$ cat src/rtl/serial_sub_pkg.sv
// Shared types and parameter checks for the serial subtractor slice.
package serial_sub_pkg;

  typedef enum logic [1:0] {
    IDLE,
    RUN,
    DONE
  } state_t;

  // WIDTH must be 1..64 and an exact multiple of DIGIT.
  function automatic bit params_legal(input int width, input int digit);
    if (width < 1 || width > 64) return 1'b0;
    if (digit < 1 || digit > width) return 1'b0;
    return (width % digit) == 0;
  endfunction

endpackage

$ cat src/rtl/digit_subtractor.sv
// Combinational DIGIT-bit subtractor cell: diff = a - b - bin, bout = borrow out.
module digit_subtractor #(
  parameter int DIGIT = 1
) (
  input  logic [DIGIT-1:0] a,
  input  logic [DIGIT-1:0] b,
  input  logic             bin,
  output logic [DIGIT-1:0] diff,
  output logic             bout
);

  // One extra bit catches the borrow as the sign of the widened difference.
  logic [DIGIT:0] full;

  assign full = {1'b0, a} - {1'b0, b} - {{DIGIT{1'b0}}, bin};
  assign diff = full[DIGIT-1:0];
  assign bout = full[DIGIT];

endmodule

$ cat src/rtl/serial_subtractor.sv
// Multi-cycle subtractor: DIGIT bits of A - B - Bin per clock, LSB chunk first.
module serial_subtractor
  import serial_sub_pkg::*;
#(
  parameter int WIDTH = 8,
  parameter int DIGIT = 1
) (
  input  logic             clk,
  input  logic             rst,
  input  logic             start,
  input  logic [WIDTH-1:0] A,
  input  logic [WIDTH-1:0] B,
  input  logic             Bin,
  output logic             busy,
  output logic             done,
  output logic [WIDTH-1:0] Diff,
  output logic             Borr,
  output logic             Ovf,
  output logic             Zero
);

  localparam int N  = WIDTH / DIGIT;
  localparam int CW = $clog2(N + 1);
  localparam logic [CW-1:0] LAST = CW'(N - 1);

  if (!params_legal(WIDTH, DIGIT)) begin : g_illegal
    $fatal(1, "serial_subtractor: illegal WIDTH=%0d DIGIT=%0d", WIDTH, DIGIT);
  end

  state_t           state;
  logic [WIDTH-1:0] a_sh;
  logic [WIDTH-1:0] b_sh;
  logic [WIDTH-1:0] diff_sh;
  logic [WIDTH-1:0] diff_next;
  logic             borrow;
  logic             a_msb;
  logic             b_msb;
  logic [CW-1:0]    cnt;
  logic [DIGIT-1:0] chunk_diff;
  logic             chunk_bout;

  digit_subtractor #(.DIGIT(DIGIT)) u_digit (
    .a    (a_sh[DIGIT-1:0]),
    .b    (b_sh[DIGIT-1:0]),
    .bin  (borrow),
    .diff (chunk_diff),
    .bout (chunk_bout)
  );

  // New chunk enters at the MSB end; after N chunks the register is fully aligned.
  assign diff_next = WIDTH'({chunk_diff, diff_sh} >> DIGIT);

  assign busy = (state == RUN);
  assign done = (state == DONE);

  always_ff @(posedge clk) begin
    if (rst) begin
      state   <= IDLE;
      a_sh    <= '0;
      b_sh    <= '0;
      diff_sh <= '0;
      borrow  <= 1'b0;
      a_msb   <= 1'b0;
      b_msb   <= 1'b0;
      cnt     <= '0;
      Diff    <= '0;
      Borr    <= 1'b0;
      Ovf     <= 1'b0;
      Zero    <= 1'b0;
    end else begin
      case (state)
        IDLE, DONE: begin
          if (start) begin
            a_sh    <= A;
            b_sh    <= B;
            borrow  <= Bin;
            a_msb   <= A[WIDTH-1];
            b_msb   <= B[WIDTH-1];
            diff_sh <= '0;
            cnt     <= '0;
            state   <= RUN;
          end else begin
            state <= IDLE;
          end
        end
        RUN: begin
          a_sh    <= a_sh >> DIGIT;
          b_sh    <= b_sh >> DIGIT;
          diff_sh <= diff_next;
          borrow  <= chunk_bout;
          cnt     <= cnt + CW'(1);
          // Result outputs change only here, so nothing partial is ever visible.
          if (cnt == LAST) begin
            state <= DONE;
            Diff  <= diff_next;
            Borr  <= chunk_bout;
            Ovf   <= (a_msb != b_msb) && (diff_next[WIDTH-1] != a_msb);
            Zero  <= (diff_next == '0);
          end
        end
        default: state <= IDLE;
      endcase
    end
  end

endmodule

$ cat config.mk
export PLATFORM = sky130hd
export DESIGN_NAME = serial_subtractor
export DESIGN_NICKNAME = d
export VERILOG_FILES = /design/src/rtl/serial_sub_pkg.sv /design/src/rtl/digit_subtractor.sv /design/src/rtl/serial_subtractor.sv
export SDC_FILE = /design/constraint.sdc
export NUM_CORES = 1
export LEC_CHECK = 0
export CORE_AREA = 2 2 70 72
export CTS_BUF_LIST = sky130_fd_sc_hd__clkbuf_4 sky130_fd_sc_hd__clkbuf_8
export DETAILED_ROUTE_END_ITERATION = 8
export DIE_AREA = 0 0 72 74
export PLACE_DENSITY = 0.63
export RECOVER_POWER = 25
export SETUP_SLACK_MARGIN = 0.4
export SYNTH_ARGS = -nofsm -noshare
export SYNTH_HDL_FRONTEND = slang
export SYNTH_SLANG_ARGS = --single-unit
$ cat constraint.sdc
create_clock -name clk -period 4.4 [get_ports clk]
set_clock_uncertainty 0.2 [all_clocks]
set_input_delay 1.32 -clock clk [delete_from_list [all_inputs] [get_ports clk]]
set_output_delay 1.32 -clock clk [all_outputs]
set_load 0.01 [all_outputs]
==> results of run 1 <==
-- area by class of cell --
type                    instances  area [sq um]  area share [%]
clock buffers                   8           104            4.79
inverters                       2          7.51           0.346
multi-input cells             137           774            35.7
flip-flops and latches         43           861            39.7
well taps                      54          67.6            3.12
repair buffers                 37           354            16.3
-- state kept, by name, summed over array words and instances (netlist names) --
name and count:
a_sh 8, a_msb 1, b_sh 8, borrow 1, diff_sh 7, Zero 1
state 2, cnt 4, Ovf 1, Diff 8, b_msb 1, Borr 1
-- metrics by stage --
step                      power, mW  instances  cell area, sq um  worst slack (ns)
after floorplan               0.484        202              1760              2.09
after global placement        0.514        273              2070              1.31
after detailed placement      0.515        273              2070              1.28
after CTS                     0.791        281              2170              1.25
after global routing          0.816        281              2170              1.16
final                         0.782        281              2170              1.27
-- worst min path at each step --
| stage | startpoint | end | slack [ns] | cells after the start |
|---|---|---|---|---|
| 3_3_place_gp | a_msb$_SDFFE_PP0P_ | a_msb$_SDFFE_PP0P_ | 0.26 | 2 |
| 3_5_place_dp | b_sh[4]$_SDFFE_PP0P_ | b_sh[4]$_SDFFE_PP0P_ | 0.26 | 2 |
| 5_1_grt | a_sh[1]$_SDFFE_PP0P_ | a_sh[1]$_SDFFE_PP0P_ | 0.30 | 2 |
| 6_report | b_sh[6]$_SDFFE_PP0P_ | b_sh[6]$_SDFFE_PP0P_ | 0.27 | 2 |
| 4_1_cts | b_sh[4]$_SDFFE_PP0P_ | b_sh[4]$_SDFFE_PP0P_ | 0.27 | 2 |
| 2_1_floorplan | b_msb$_SDFFE_PP0P_ | b_msb$_SDFFE_PP0P_ | 0.25 | 2 |
-- cell families (layout without fill, tap and decap cells) --
kind of cell	count (synthesis)	in the layout
compound gates	69	69
fa+ha+maj	2	2
buf+inv	22	47
flops	43	43
mux	2	2
simple gates	64	64
-- power by group through the flow --
stage / Sequential [mW] / Clock, mW / Combinational (mW)
CTS: 0.413 / 0.286 / 0.0932
detailed placement: 0.422 / 0 / 0.0929
global placement: 0.421 / 0 / 0.0926
finish: 0.413 / 0.278 / 0.0915
global route: 0.415 / 0.299 / 0.102
floorplan: 0.419 / 0 / 0.0651
-- placed cells by master (no fill, tap or decap) --
master           count
a21oi_1             42
mux2_2               1
inv_2                1
ha_1                 1
a22oi_1             15
clkbuf_4             1
clkbuf_1             1
nor2_1               4
nor3b_1              1
nor4_1               1
nand3b_1             1
nor4b_1              1
inv_1                1
o21ai_0              9
buf_4                4
nor3_1               1
clkbuf_8             7
nand2_1             11
dfxtp_1             43
dlygate4sd3_1        1
and3b_1              2
nand2b_1             4
clkdlybuf4s50_1     31
mux2_1               1
nand3_1             34
a211oi_1             3
nand4_1              2
fa_1                 1
nor2b_1              2
-- routing by layer --
| layer | global-route usage [%] | up-vias |
|---|---|---|
| met1 | 18.5 | 699 |
| met2 | 25.2 | 40 |
| met5 | 0 | - |
| li1 | - | 772 |
| met4 | 5.66 | 0 |
| met3 | 4.74 | 6 |
-- critical path: cells and delay by family, from the launching register on --
kind          cells  cell delay [ns]
buf+inv           3             0.90
simple gates      1             0.09
flops             1             0.32
==> flow_summary_export.csv, run 1 <==
group,metric,value,unit
timing,finalMaxSlewViolations,0,
setup_path,critical_path.startpoint_type,"flip-flop",
setup_path,path_class,"reg2out",
floorplan,core,4600,sq um
drt,ant_nets,0,
setup_path,cp-end-kind,"primary output",
floorplan,rows,25,
pwr,switching_share,24.2,%
drt,drcViolationCount,0,
clocking,clk-insertion-delay-late,0.29,ns
global_routing,overflow,0,
global_routing,grt_pass1_wl,6270,um
yosys,ys.flop_type,"dfxtp_1",
clocking,cts-root-buf,"clkbuf_8",
global_routing,antenna_found_initial,0,
yosys,synth_adder_area_share,1.85,%
final_layout,n_fill_cell,477,
drt,routed_wl,3770,um
drt,vias,1517,
yosys,synthesis.nets,224,
clocking,cts_tree,"built",
floorplan,die_w,72,um
final_layout,synthToLayoutAreaGrowth,23.3,%
setup_path,reg2reg_from,"state[1]$_SDFFE_PP0P_",
timing,period_needed,3.13,ns
pwr,power_density,361,nW/um^2
floorplan,start_util,38.3,%
clocking,htree_levels,2,
clocking,cts_post_setup_buffers_inserted,0,
yosys,synth_compound_area_share,22.2,%
placed_design,port_buffers,32,
floorplan,fp.dieH,74,um
clocking,numCtsBuffers,5,
yosys,synth_area_leader_cell,"dfxtp_1",
clocking,max-clock-path-buffers,2,
setup_path,cp_cell_sequence,"nand2b_1 > buf_4 > inv_2 > clkdlybuf4s50_1",
yosys,synth_top_family_by_area,"compound AO/OA/AOI/OAI gates",
job,drv_cap,0,
placed_design,dpl.hpwl,2330,um
setup_path,slowest_stage,"clkdlybuf4s50_1",
yosys,ys_ff_latch,43,
pwr,p_int,0.593,mW
timing,fmax,319,MHz
floorplan,io-pin-count,33,
drt,routedWlPerCell,13.4,um
setup_path,reg2regPathDepth,6,
pwr,p_leak,0.732,nW
yosys,synth_most_common_cell,"dfxtp_1",
timing,holdWs,0.270,ns
clocking,ctsHoldBuffers,0,
pwr,switchingPower,0.189,mW
final_layout,final_util,47.2,%
timing,post-route-period-util,71.2,%
yosys,yosysWarnings,0,
yosys,synth-edff-count,0,
global_routing,track_usage,15.1,%
setup_path,cp-startpoint,"state[1]$_SDFFE_PP0P_",
drt,route.met2.wl,1810,um
setup_path,crit_end,"busy",
setup_path,max_stage_delay,0.48,ns
yosys,synth_top_area_share,48.9,%
drt,vias_per_cell,5.40,
timing,hold_viol,0,
pwr,ir_drop,142,uV
drt,route.met3.wl,183,um
setup_path,crit_fanout,39,
global_routing,grt_max_degree,40,
final_layout,diodes,0,
yosys,async_flop_share,0,%
placed_design,gp_congestion,0.757,
setup_path,required,2.88,ns
pwr,pwr-share-comb,11.7,%
yosys,yosysSeqAreaShare,48.9,%
drt,highest_layer,"met4",
yosys,synth_cell_types,28,
yosys,muxShareOfSynthArea,1.28,%
final_layout,drive_gt1_share,6.17,%
yosys,syn_inst,202,
yosys,yosys.area_share.simple,18.7,%
timing,max_slew_margin,40.0,%
drt,met1_length,1720,um
clocking,cts_resized,0,
global_routing,grt_pass1_vias,1361,
timing,fin_setup_tns,0,ns
pwr,clock_power_share,35.5,%
drt,drtIter0Drc,79,
hold_path,worst_hold_path_type,"reg2reg",
run_status,outcome,"completed",
yosys,synth_xor_area_share,0,%
clocking,path_clk_slew,0.07,ns
timing,setup_viol,0,
yosys,synth_commonest_cells,"dfxtp_1, a21oi_1, nand3_1, a22oi_1, nand2_1",
clocking,cts.sinks,43,
yosys,synth_area,1760,sq um
timing,rsz0062_at_grt,"no",
floorplan,die-area,5330,sq um
setup_path,worst_ep_arrival_time,1.61,ns
pwr,p_seq_share,52.8,%
final_layout,fin_nets,248,
timing,worstMarginPinSlew,0.899,ns
setup_path,rrSetupSlack,2.46,ns
drt,firstDrtPassIters,4,
setup_path,reg2reg_to,"cnt[3]$_SDFFE_PP0P_",
yosys,syn_area_per_cell,8.71,sq um
yosys,synthTopCellsByArea,"dfxtp_1, a21oi_1, nand3_1, a22oi_1, buf_4",
Note: power is estimated with default switching activity, not from simulation.
==> run 2, diff against run 1 <==
clock period = 2.9 ns   (was 4.4 ns; I/O delays follow)
==> run 2 against run 1 <==
  * Total power grew 51%
  * Die area is the same
  * Combinational power grew 53%
  * Sequential power grew 52%
  * Cell count grew 0.36%
  * Clock power grew 51%
  * Wire length shrank 0.88%
  * Register-to-register slack lost 1.3 ns
  * Worst setup slack lost 0.79 ns
==> flow_summary_export.csv, run 2 (synthesis results as in run 1) <==
group,metric,value,unit
placed_design,gp_congestion,0.723,
final_layout,fin_nets,249,
global_routing,track_usage,15.0,%
clocking,numCtsBuffers,5,
timing,worstMarginPinSlew,0.912,ns
drt,vias_per_cell,5.44,
setup_path,cp_cell_sequence,"nand2b_1 > inv_2 > clkdlybuf4s50_1",
drt,drtIter0Drc,75,
setup_path,worst_ep_arrival_time,1.35,ns
pwr,power_density,545,nW/um^2
setup_path,path_delay_family,"buffers and inverters",
global_routing,overflow,0,
final_layout,largest_registers,"Diff x8, a_sh x8, b_sh x8",
final_layout,synthToLayoutAreaGrowth,23.5,%
final_layout,seqCellArea,862,sq um
timing,fin_setup_tns,0,ns
clocking,cts-root-buf,"clkbuf_8",
placed_design,placed_cells,274,
final_layout,n_fill_cell,487,
placed_design,port_buffers,32,
global_routing,antenna_found_initial,0,
clocking,cts_resized,0,
clocking,ctsHoldBuffers,0,
drt,drcViolationCount,0,
drt,ant_nets,0,
final_layout,instances_no_fill,282,
floorplan,io-pin-count,33,
final_layout,drive_gt1_share,6.58,%
clocking,cts_post_setup_buffers_inserted,0,
global_routing,grt_max_degree,39,
drt,vias,1534,
floorplan,die_w,72,um
timing,worst_slack,0.476,ns
setup_path,path_class,"reg2out",
timing,period_needed,2.42,ns
setup_path,required,1.83,ns
placed_design,place_ws,0.487,ns
run_status,outcome,"completed",
clocking,clk-insertion-delay-late,0.29,ns
hold_path,worst_hold_path_type,"reg2reg",
setup_path,rrSetupSlack,1.13,ns
drt,firstDrtPassIters,4,
clocking,max-clock-path-buffers,2,
setup_path,max_stage_delay,0.53,ns
setup_path,crit_fanout,2,
pwr,p_leak,0.734,nW
clocking,path_clk_slew,0.08,ns
drt,routed_wl,3730,um
final_layout,diodes,0,
clocking,cts_tree,"built",
floorplan,start_util,38.3,%
floorplan,core,4600,sq um
global_routing,grt_pass1_vias,1428,
clocking,cts.sinks,43,
placed_design,dpl.hpwl,2330,um
timing,fmax,413,MHz
timing,max_slew_margin,39.2,%
timing,setup_viol,0,
timing,rsz0062_at_grt,"no",
setup_path,slowest_stage,"clkdlybuf4s50_1",
job,drv_cap,0,
setup_path,cp-end-kind,"primary output",
drt,routedWlPerCell,13.2,um
timing,finalMaxSlewViolations,0,
final_layout,multiInputGateArea,774,sq um
timing,hold_viol,0,
final_layout,layout_common_cells,"dfxtp_1, a21oi_1, nand3_1, clkdlybuf4s50_1, a22oi_1",
floorplan,rows,25,
floorplan,die-area,5330,sq um
timing,post-route-period-util,83.6,%
setup_path,critical_path.startpoint_type,"flip-flop",
pwr,ir_drop,356,uV
setup_path,cp_num_buf_inv,2,
floorplan,fp.dieH,74,um
global_routing,grt_pass1_wl,6290,um
clocking,htree_levels,2,
## run 2: power breakdown
group / internal, mW / switching [mW]
Combinational: 0.0608 / 0.0792
Clock: 0.227 / 0.192
Sequential: 0.613 / 0.0131
Total: 0.900 / 0.285
## run 2: final cells by class
type	count	area share [%]
timing repair buffer	38	16.5
inverter	2	0.345
sequential	43	39.7
multi-input combinational	137	35.6
tap	54	3.11
clock buffer	8	4.78
## run 2: metrics by stage
stage | power (mW) | util [%] | area, sq um | hold WS (ns)
final | 1.18 | 47.3 | 2170 | 0.269
after global routing | 1.25 | 47.3 | 2170 | 0.291
after CTS | 1.20 | 47.4 | 2180 | 0.271
after detailed placement | 0.782 | 45.1 | 2080 | 0.259
after global placement | 0.781 | 45.1 | 2080 | 0.257
after floorplan | 0.735 | - | 1760 | 0.245
## run 2: worst paths after layout
path / from / end / cells after the start
worst max register to register: a_sh[0]$_SDFFE_PP0P_ / Zero$_SDFFE_PP0P_ / 5
worst min register to register: b_msb$_SDFFE_PP0P_ / b_msb$_SDFFE_PP0P_ / 2
worst min-delay path: b_msb$_SDFFE_PP0P_ / b_msb$_SDFFE_PP0P_ / 2
worst max-delay path: state[1]$_SDFFE_PP0P_ / busy / 3
## run 2: worst reg2reg max path: stages, from the launching register on
cell	delay, ns
dfxtp_1	0.34
inv_1	0.05
fa_1	0.58
nor4b_1	0.26
nand4_1	0.12
a21oi_1	0.14
## run 2: routing by layer
metal,share of wire (%),routed length [um],global-route usage (%)
met5,0,0,0
met4,0.51,19,4.40
met3,4.6,173,5.01
met2,48,1800,25.8
met1,47,1750,17.9
==> run 3, diff against run 2 <==
clock period = 2.5 ns   (was 2.9 ns; I/O delays follow)
==> run 3 against run 2 <==
  * Flip-flop and latch count unchanged
  * Highest routed layer unchanged
  * Clock power up 17%
  * Cell count up 0.35%
  * Critical path type is now in2reg
  * Wire length up 2.1%
==> flow_summary_export.csv, run 3 (synthesis results as in run 1) <==
group,metric,value,unit
drt,vias_per_cell,5.38,
clocking,cts.sinks,43,
drt,firstDrtPassIters,4,
global_routing,overflow,0,
setup_path,required,2.53,ns
hold_path,worst_hold_path_type,"reg2reg",
drt,drtIter0Drc,101,
placed_design,dpl.hpwl,2430,um
drt,routed_wl,3810,um
timing,period_needed,2.12,ns
global_routing,antenna_found_initial,0,
pwr,p_leak,0.806,nW
final_layout,fin_nets,250,
final_layout,largest_registers,"Diff x8, a_sh x8, b_sh x8",
clocking,numCtsBuffers,5,
drt,routedWlPerCell,13.5,um
timing,rsz0062_at_grt,"no",
drt,drcViolationCount,0,
setup_path,cp-end-kind,"flip-flop",
timing,fin_setup_tns,0,ns
placed_design,placed_cells,275,
clocking,path_clk_slew,0.08,ns
clocking,ctsHoldBuffers,0,
timing,setup_viol,0,
run_status,outcome,"completed",
floorplan,die_w,72,um
floorplan,rows,25,
timing,post-route-period-util,84.6,%
timing,max_slew_margin,60.8,%
setup_path,worst_ep_arrival_time,2.14,ns
floorplan,fp.dieH,74,um
final_layout,instances_no_fill,283,
floorplan,core,4600,sq um
floorplan,io-pin-count,33,
final_layout,layout_common_cells,"dfxtp_1, a21oi_1, nand3_1, clkdlybuf4s50_1, a22oi_1",
timing,worstMarginPinSlew,0.588,ns
global_routing,track_usage,15.3,%
pwr,power_density,636,nW/um^2
clocking,clk-insertion-delay-late,0.29,ns
floorplan,die-area,5330,sq um
placed_design,port_buffers,32,
setup_path,critical_path.startpoint_type,"input port",
clocking,cts_tree,"built",
clocking,htree_levels,2,
clocking,cts-root-buf,"clkbuf_8",
setup_path,reg2regPathDepth,4,
hold_path,whs_path_depth,2,
job,drv_cap,0,
final_layout,drive_gt1_share,8.30,%
global_routing,grt_max_degree,39,
timing,finalMaxSlewViolations,0,
timing,fmax,473,MHz
global_routing,grt_pass1_wl,6440,um
timing,hold_viol,0,
final_layout,diodes,0,
floorplan,start_util,38.3,%
placed_design,gp_congestion,0.778,
setup_path,crit_fanout,28,
final_layout,synthToLayoutAreaGrowth,23.5,%
clocking,max-clock-path-buffers,2,
global_routing,grt_pass1_vias,1417,
pwr,ir_drop,334,uV
drt,vias,1522,
drt,ant_nets,0,
setup_path,path_class,"in2reg",
-- run 3: where the power goes --
part | total [mW] | switching (mW) | leakage (nW) | internal [mW]
logic | 0.165 | 0.0931 | 0.401 | 0.0720
clock network | 0.491 | 0.229 | 0.0549 | 0.263
registers | 0.726 | 0.0153 | 0.350 | 0.710
total | 1.38 | 0.337 | 0.806 | 1.05
-- run 3: timing repair --
action / in CTS / in global routing
gates resized for setup: 14 / 2
buffers inserted: 0 / 0
pin swaps: 0 / 0
setup endpoints to repair: 13 / 6
-- run 3: per-layer routing --
metal	global-route usage (%)	vias up	wire, um
li1	-	778	-
met1	19.5	703	1810
met2	25.4	34	1770
met3	3.79	7	165
met4	5.66	0	59
met5	0	-	0
-- run 3: cell type report --
| cell class | instances | area, sq um |
|---|---|---|
| well taps | 54 | 67.6 |
| multi-input cells | 137 | 777 |
| clock buffers | 8 | 104 |
| fillers | 497 | 2420 |
| repair buffers | 39 | 355 |
| inverters | 2 | 7.51 |
| flip-flops and latches | 43 | 862 |
-- run 3: final timing paths --
kind / slack, ns / startpoint / end
setup / recovery: 0.38 / start / diff_sh[4]$_SDFFE_PP0P_
hold / removal: 0.27 / a_sh[0]$_SDFFE_PP0P_ / a_sh[0]$_SDFFE_PP0P_
setup reg to reg: 0.75 / borrow$_SDFFE_PP0P_ / Zero$_SDFFE_PP0P_
hold reg to reg: 0.27 / a_sh[0]$_SDFFE_PP0P_ / a_sh[0]$_SDFFE_PP0P_
-- run 3: through the flow --
| stage | power, mW | utilization [%] | hold WS, ns | instance area, sq um | setup slack [ns] |
|---|---|---|---|---|---|
| 6_report | 1.38 | 47.3 | 0.267 | 2170 | 0.384 |
| 5_1_grt | 1.44 | 47.3 | 0.286 | 2170 | 0.248 |
| 4_1_cts | 1.40 | 47.2 | 0.270 | 2170 | 0.447 |
| 3_5_place_dp | 0.910 | 45.3 | 0.258 | 2080 | 0.172 |
| 3_3_place_gp | 0.908 | 45.3 | 0.254 | 2080 | 0.202 |
| 2_1_floorplan | 0.853 | - | 0.245 | 1760 | 0.758 |
-- run 3: worst max-delay path, stage by stage --
cell and delay (ns):
dlygate4sd3_1 0.54, nand2b_1 0.07, clkbuf_2 0.48, nand3_1 0.14
a21oi_1 0.16
